<file path="src/rtl/gb_intc_pkg.sv">
// Shared constants, source indices and dispatch state encoding for the
// interrupt controller (register map, vector generation).
package gb_intc_pkg;

    localparam logic [15:0] ADDR_IF       = 16'hFF0F;
    localparam logic [15:0] ADDR_IE       = 16'hFFFF;
    localparam logic [7:0]  VECTOR_BASE   = 8'h40;
    localparam int          VECTOR_STRIDE = 8;

    localparam int NUM_IRQ    = 5;
    localparam int IRQ_VBLANK = 0;
    localparam int IRQ_STAT   = 1;
    localparam int IRQ_TIMER  = 2;
    localparam int IRQ_SERIAL = 3;
    localparam int IRQ_JOYPAD = 4;

    typedef enum logic [1:0] {
        ST_IDLE = 2'd0,
        ST_ACK  = 2'd1,
        ST_ERR  = 2'd2
    } intc_state_e;

    function automatic logic [7:0] vector_of(input logic [2:0] idx);
        return VECTOR_BASE + 8'(VECTOR_STRIDE) * {5'd0, idx};
    endfunction

endpackage

</file>
<file path="src/rtl/intc_priority_enc.sv">
// Fixed-priority encoder: lowest set bit wins (bit0 = VBlank highest).
module intc_priority_enc
    import gb_intc_pkg::*;
(
    input  logic [NUM_IRQ-1:0] req,
    output logic [2:0]         idx,
    output logic               valid
);

    always_comb begin
        idx   = 3'd0;
        valid = 1'b0;
        // Descending scan so the lowest index is the last one written.
        for (int i = NUM_IRQ - 1; i >= 0; i--) begin
            if (req[i]) begin
                idx   = 3'(i);
                valid = 1'b1;
            end
        end
    end

endmodule

</file>
<file path="src/rtl/interrupt_controller.sv">
// IF/IE registers, IME and dispatch FSM with vector generation.
// Optional macro INTC_EI_DELAY_EN delays EI until after the following instruction.
//
// state   | meaning
// ST_IDLE | waiting for a dispatch strobe
// ST_ACK  | dispatch just taken, further strobes ignored this cycle
// ST_ERR  | illegal encoding, recovers to ST_IDLE
module interrupt_controller
    import gb_intc_pkg::*;
(
    input  logic        i_Clk,
    input  logic        i_Reset_n,
    input  logic [4:0]  i_Irq,
    input  logic [15:0] i_Addr,
    input  logic [7:0]  i_Data,
    input  logic        i_Write,
    input  logic        i_Read,
    output logic [7:0]  o_Data,
    output logic        o_Data_Valid,
    input  logic        i_EI,
    input  logic        i_DI,
    input  logic        i_RETI,
    input  logic        i_Instr_Boundary,
    output logic [4:0]  o_Interrupts,
    output logic        o_Irq_Req,
    output logic        o_Wake,
    input  logic        i_Ack,
    output logic [7:0]  o_Vector
);

    logic [4:0]  if_q, if_n, clr_mask, pend;
    logic [7:0]  ie_q, vector_q;
    logic        ime_q, ime_n;
    logic [2:0]  pend_idx;
    logic        pend_valid, dispatch, wr_if, wr_ie;
    intc_state_e state_q, state_n;

    assign pend  = if_q & ie_q[4:0];
    assign wr_if = i_Write && (i_Addr == ADDR_IF);
    assign wr_ie = i_Write && (i_Addr == ADDR_IE);

    intc_priority_enc u_enc (
        .req   (pend),
        .idx   (pend_idx),
        .valid (pend_valid)
    );

    always_comb begin
        state_n  = state_q;
        dispatch = 1'b0;
        case (state_q)
            ST_IDLE: begin
                if (i_Ack) begin
                    state_n  = ST_ACK;
                    dispatch = 1'b1;
                end
            end
            ST_ACK:  state_n = ST_IDLE;
            default: state_n = ST_IDLE;
        endcase
    end

    // Incoming requests are OR-ed last so they win over writes and dispatch clears.
    always_comb begin
        clr_mask = (dispatch && pend_valid) ? 5'(5'b00001 << pend_idx) : 5'b00000;
        if_n     = ((wr_if ? i_Data[4:0] : if_q) & ~clr_mask) | i_Irq;
    end

`ifdef INTC_EI_DELAY_EN
    logic       ei_pend_q, ei_pend_n;
    logic [1:0] ei_cnt_q, ei_cnt_n;

    always_comb begin
        ime_n     = ime_q;
        ei_pend_n = ei_pend_q;
        ei_cnt_n  = ei_cnt_q;
        if (i_EI && !ei_pend_q) begin
            ei_pend_n = 1'b1;
            ei_cnt_n  = 2'd2;
        end else if (ei_pend_q && i_Instr_Boundary) begin
            if (ei_cnt_q == 2'd1) begin
                ime_n     = 1'b1;
                ei_pend_n = 1'b0;
            end
            ei_cnt_n = ei_cnt_q - 2'd1;
        end
        if (i_RETI) ime_n = 1'b1;
        if (i_DI) begin
            ime_n     = 1'b0;
            ei_pend_n = 1'b0;
        end
        if (dispatch) ime_n = 1'b0;
    end

    always_ff @(posedge i_Clk) begin
        if (!i_Reset_n) begin
            ei_pend_q <= 1'b0;
            ei_cnt_q  <= 2'd0;
        end else begin
            ei_pend_q <= ei_pend_n;
            ei_cnt_q  <= ei_cnt_n;
        end
    end
`else
    logic unused_boundary;
    assign unused_boundary = i_Instr_Boundary;

    always_comb begin
        ime_n = ime_q;
        if (i_EI || i_RETI) ime_n = 1'b1;
        if (i_DI)           ime_n = 1'b0;
        if (dispatch)       ime_n = 1'b0;
    end
`endif

    always_ff @(posedge i_Clk) begin
        if (!i_Reset_n) begin
            if_q     <= 5'd0;
            ie_q     <= 8'h00;
            ime_q    <= 1'b0;
            vector_q <= 8'h00;
            state_q  <= ST_IDLE;
        end else begin
            if_q    <= if_n;
            ime_q   <= ime_n;
            state_q <= state_n;
            if (wr_ie)    ie_q     <= i_Data;
            if (dispatch) vector_q <= pend_valid ? vector_of(pend_idx) : 8'h00;
        end
    end

    always_comb begin
        o_Data       = 8'h00;
        o_Data_Valid = 1'b0;
        if (i_Read) begin
            if (i_Addr == ADDR_IF) begin
                o_Data       = {3'b111, if_q};
                o_Data_Valid = 1'b1;
            end else if (i_Addr == ADDR_IE) begin
                o_Data       = ie_q;
                o_Data_Valid = 1'b1;
            end
        end
    end

    assign o_Interrupts = pend;
    assign o_Wake       = |pend;
    assign o_Irq_Req    = ime_q & (|pend);
    assign o_Vector     = vector_q;

endmodule

</file>
<file path="config.mk">
export PLATFORM = sky130hd
export DESIGN_NAME = interrupt_controller
export DESIGN_NICKNAME = d
export VERILOG_FILES = /design/src/rtl/gb_intc_pkg.sv /design/src/rtl/intc_priority_enc.sv /design/src/rtl/interrupt_controller.sv
export SDC_FILE = /design/constraint.sdc
export NUM_CORES = 1
export LEC_CHECK = 0
export BUFFER_PORTS_ARGS = -buffer_cell sky130_fd_sc_hd__buf_4
export CAP_MARGIN = 20
export CORE_MARGIN = 10
export CORE_UTILIZATION = 40
export CTS_CLUSTER_SIZE = 10
export DETAILED_ROUTE_END_ITERATION = 7
export PLACE_DENSITY = 0.79
export REMOVE_ABC_BUFFERS = 1
export SKIP_CTS_REPAIR_TIMING = 1
export SLEW_MARGIN = 20
export SYNTH_ARGS = -nofsm -noshare
export SYNTH_HDL_FRONTEND = slang
export SYNTH_SLANG_ARGS = --single-unit
</file>
<file path="constraint.sdc">
create_clock -name i_Clk -period 2.5 [get_ports i_Clk]
set_input_delay 0.375 -clock i_Clk [delete_from_list [all_inputs] [get_ports i_Clk]]
set_output_delay 0.375 -clock i_Clk [all_outputs]
set_load 0.05 [all_outputs]
</file>
* Word-level counts from Yosys, hierarchy flattened *
Cells that the tools add are included.

operators by class
  $add $sub $neg = 1
  equality and inequality tests = 2
  shifts and indexed selects = 1
  muxes and demuxes = 21
  bitwise operators = 6
  reductions and logical operators = 8

operators by type and width
  operator                                                           count
  16-bit equality test, second input constant                        2
  8-bit 2-to-1 mux                                                   4
  3-bit 2-to-1 mux                                                   5
  5-bit bitwise AND                                                  2
  1-bit 2-to-1 mux                                                   10
  5-bit 2-to-1 mux                                                   2
  7-bit by 6-bit adder with 8-bit output, first input constant       1
  5-bit inverter                                                     1
  5-bit OR                                                           1
  5-bit OR reduction                                                 1
  1-bit by 3-bit left shift with 5-bit output, first input constant  1
  1-bit logical AND                                                  3
  3-bit OR reduction                                                 1
  2-bit zero test                                                    1
  2-bit AND reduction                                                1
  1-bit bitwise AND                                                  1
  1-bit logical OR                                                   1
  1-bit inverter                                                     1

word-level totals
  register bits after elaboration = 23
  output and inout bits = 24
  word-level logic and storage cells = 44

* Depth between registers and ports, before layout *
  depth in word-level cells = 11
  depth in mapped cells = 5

* Modules after synthesis *
From an unflattened synthesis, not the netlist that was laid out.

unflattened totals
  cells, all modules = 144
  area, all modules = 1,169.9 um2

modules (own cells, without submodules)
  module                times used  cells each  area each (um2)  sequential area each (um2)
  interrupt_controller  1           136         1,121.1          380.4
  intc_priority_enc     1           8           48.8             0.0

* Worst setup path after synthesis *
Ideal clock, no wire load.

  path type = input to output
  start = in i_Addr[4]
  end = out o_Data[0]
  data arrival time = 2,105 ps
  data required time = 2,125 ps
  slack = 20 ps
  cell stages on the path = 4
  cell sequence = or4_4 nor4_4 a22oi_1 nor2b_1

on the way
  cells in the longest elaborated chain, start to end = 4

ends and longest elaborated chain
  what                  RTL line                     source
  start, declared       interrupt_controller.sv:14   input logic [15:0] i_Addr,
  16-bit equality test  interrupt_controller.sv:139  end else if (i_Addr == ADDR_IE) begin
  8-bit 2-to-1 mux      interrupt_controller.sv:139
  8-bit 2-to-1 mux *    interrupt_controller.sv:136  if (i_Addr == ADDR_IF) begin
  8-bit 2-to-1 mux *    interrupt_controller.sv:135  if (i_Read) begin
  end, declared         interrupt_controller.sv:18   output logic [7:0] o_Data,

Mark *: on every way between the ends. The rest lies on a longest branch, timed or not.

* Final worst setup path *
  start = in i_Addr[4]
  end = out o_Data[4]

The elaborated chain is that of the path after synthesis.

==> flow_summary_export.csv <==
group,metric,value,unit
synth,synth_common_cells,"dfxtp_1, nand3_1, a21boi_0, nand2_1, o21ai_0",
place,hpwl,3.00,mm
synth,syn-cell-area,1160,um^2
synth,ys_warn_count,0,
floorplanning,core,2760,um^2
floorplanning,floorplan.rows,19,
synth,synth_cell_type_count,36,
global_routing,globalRouteOverflowTotal,0,
global_routing,grt_pass1_wl,5.82,mm
power,p_int,0.426,mW
sta,clock.fmax,450,MHz
power,power.switching,0.160,mW
sta,setup_ws,0.276,ns
sta,finClkSkew,0.00422,ns
sta,period_minus_slack,2.22,ns
synth,synthArstFlopShare,0,
hold_path,hold_path_end,"ime_q$_SDFFE_PP0P_",
cts,clk_latency,0.29,ns
global_routing,grt.total_usage,0.130,
worst_setup_path,worstSetupEndpointType,"output port",
floorplanning,io_pins,62,
global_routing,grt_max_degree,28,
hold_path,worstHoldPathCells,2,
drt,wire_per_inst,16.5,um
place,placed_area,1610,um^2
place,gp_congestion,0.797,
cts,cts_tree,"done",
synth,syn_avg_cell_area,8.41,um^2
floorplanning,die_h,73.9,um
drt,avgViaCountPerCell,5.70,
place,place_ws,0.285,ns
synth,yosys.area.top_type_share,0.328,
synth,synth.largest_area_cell,"dfxtp_1",
synth,synth_area_leaders,"dfxtp_1, a21boi_0, nand3_1, nand4_4, a22oi_1",
sta,tightestPinTransition,0.580,ns
power,p_seq_frac,0.547,
worst_setup_path,crit_path_start_kind,"input pin",
hold_path,hp-class,"in2reg",
global_routing,first_global_vias,1316,
sta,fin_setup_tns,0,ns
power,clkPwrFrac,0.264,
power,total_power,0.586,mW
sta,whs,0.223,ns
worst_setup_path,worstSetupPathType,"in2out",
synth,ys_ff_latch,19,
synth,synth_flop_cell,"dfxtp_1",
cts,cts-root-buf,"clkbuf_4",
drt,drcViolationCount,0,
synth,seq_area_frac_synth,0.328,
power,cellLeakagePower,0.693,nW
global_routing,antenna_found_initial,0,
floorplanning,fp.dieW,73.9,um
drt,dr.pass1.iters,4,
power,vdd_drop_max,0.000327,V
synth,yosysMostFrequentCell,"dfxtp_1",
power,p_comb_frac,0.190,
cells_and_area,syn_to_final_growth,40.8,%
synth,syn_inst,138,
sta,finalMaxSlewViolations,0,
drt,antenna_left,0,
place,dp.cells,221,
cts,clk_pin_slew_worst_paths,0.11,ns
cells_and_area,post-route-util,0.593,
sta,fin_crit_sh,0.889,
drt,wl,3.72,mm
run_status,status,"finished clean",
cts,htree_levels,1,
worst_setup_path,arrival,1.85,ns
sta,setup_viol,0,
power,switching_share,0.273,
cells_and_area,final_area,1640,um^2
worst_setup_path,r2r_end,"if_q[4]$_SDFF_PN0_",
cells_and_area,fin_cells,225,
worst_setup_path,cp_data_required_time,2.12,ns
sta,rsz0062_at_grt,"false",
power,p_per_area,359,nW/um^2
synth,synth_edf_count,0,
cts,numCtsBuffers,3,
worst_setup_path,rrSetupSlack,1.09,ns
cells_and_area,fin_nets,233,
drt,drt_iter0_drc,87,
cts,clockBufferDepth,2,
worst_setup_path,r2r_cells,4,
cells_and_area,drive_gt1_frac,0.371,
cts,clock_sinks,19,
cells_and_area,antenna_cells,0,
drt,via_count,1283,
worst_setup_path,crit_fanout,5,
place,port_buffers,56,
floorplanning,initial_core_util,0.421,
worst_setup_path,r2r_start,"state_q[0]$_SDFFE_PN0P_",
hold_path,hold_start,"i_DI",
sta,relSlewSlack,0.612,
floorplanning,die_area,5460,um^2
job,cap_violations,0,
sta,finalHoldViolCount,0,
==> routing by layer <==
metal	vias up	GRT usage	share of wire
met2	76	0.206	0.44
met3	2	0.0713	0.13
met4	0	0.0290	0.0024
li1	620	-	-
met5	-	0	0
met1	585	0.148	0.43
==> area by class of cell <==
type	count	area [um^2]
fillers	277	1120
clock inverters	1	5.00
well taps	31	38.8
clock buffers	3	22.5
multi-input cells	107	719
repair buffers	61	458
flip-flops and latches	19	380
inverters	3	11.3
==> logic make-up after synthesis <==
| family | count (synthesis) | share of synthesized area |
|---|---|---|
| AO/OA/AOI/OAI | 40 | 0.249 |
| flip-flops | 19 | 0.328 |
| other | 1 | 0.00323 |
| AND/OR/NAND/NOR | 63 | 0.358 |
| buffers and inverters | 15 | 0.0625 |
==> power by group through the flow <==
stage               combinational (mW)  clock, mW  sequential, mW
finish                           0.111      0.155           0.321
CTS                              0.111      0.161           0.320
global route                     0.118      0.172           0.322
floorplan                       0.0423          0           0.329
detailed placement               0.111          0           0.327
global placement                 0.108          0           0.327
==> placed cells by master (no fill, tap or decap), drive strengths merged, types with 3 or more instances in the layout <==
cell	Yosys	routed
nand3	14	14
nor2b	6	6
a22oi	7	7
conb	1	4
nor2	5	5
a21boi	10	10
o2111ai	4	4
nand4	7	7
and2	7	7
inv	3	3
buf	5	61
nand2	10	10
dfxtp	19	19
o21a	3	3
o311ai	3	3
o21ai	9	9
clkbuf	7	3
==> critical path, stage by stage <==
cell and delay (ns):
buf_4 0.11, or4_4 0.58, nor4_4 0.16, buf_4 0.17
a22oi_1 0.08, nor2b_1 0.15, buf_4 0.22
==> flip-flops by register name (all words and copies together) (netlist names) <==
name and count:
state_q 1, ime_q 1, if_q 5, ie_q 8
o_Vector 4
==> worst max path at each step <==
stage                     slack, ns  startpoint  depth (start not counted)         to
after CTS                      0.28   i_Addr[4]                          7  o_Data[4]
after global placement         0.29   i_Addr[4]                          7  o_Data[0]
after floorplan                0.02   i_Addr[4]                          4  o_Data[0]
final                          0.28   i_Addr[4]                          7  o_Data[4]
after global routing           0.23   i_Addr[4]                          7  o_Data[4]
after detailed placement       0.28   i_Addr[4]                          7  o_Data[0]
Power figures use the tool's default switching activity.
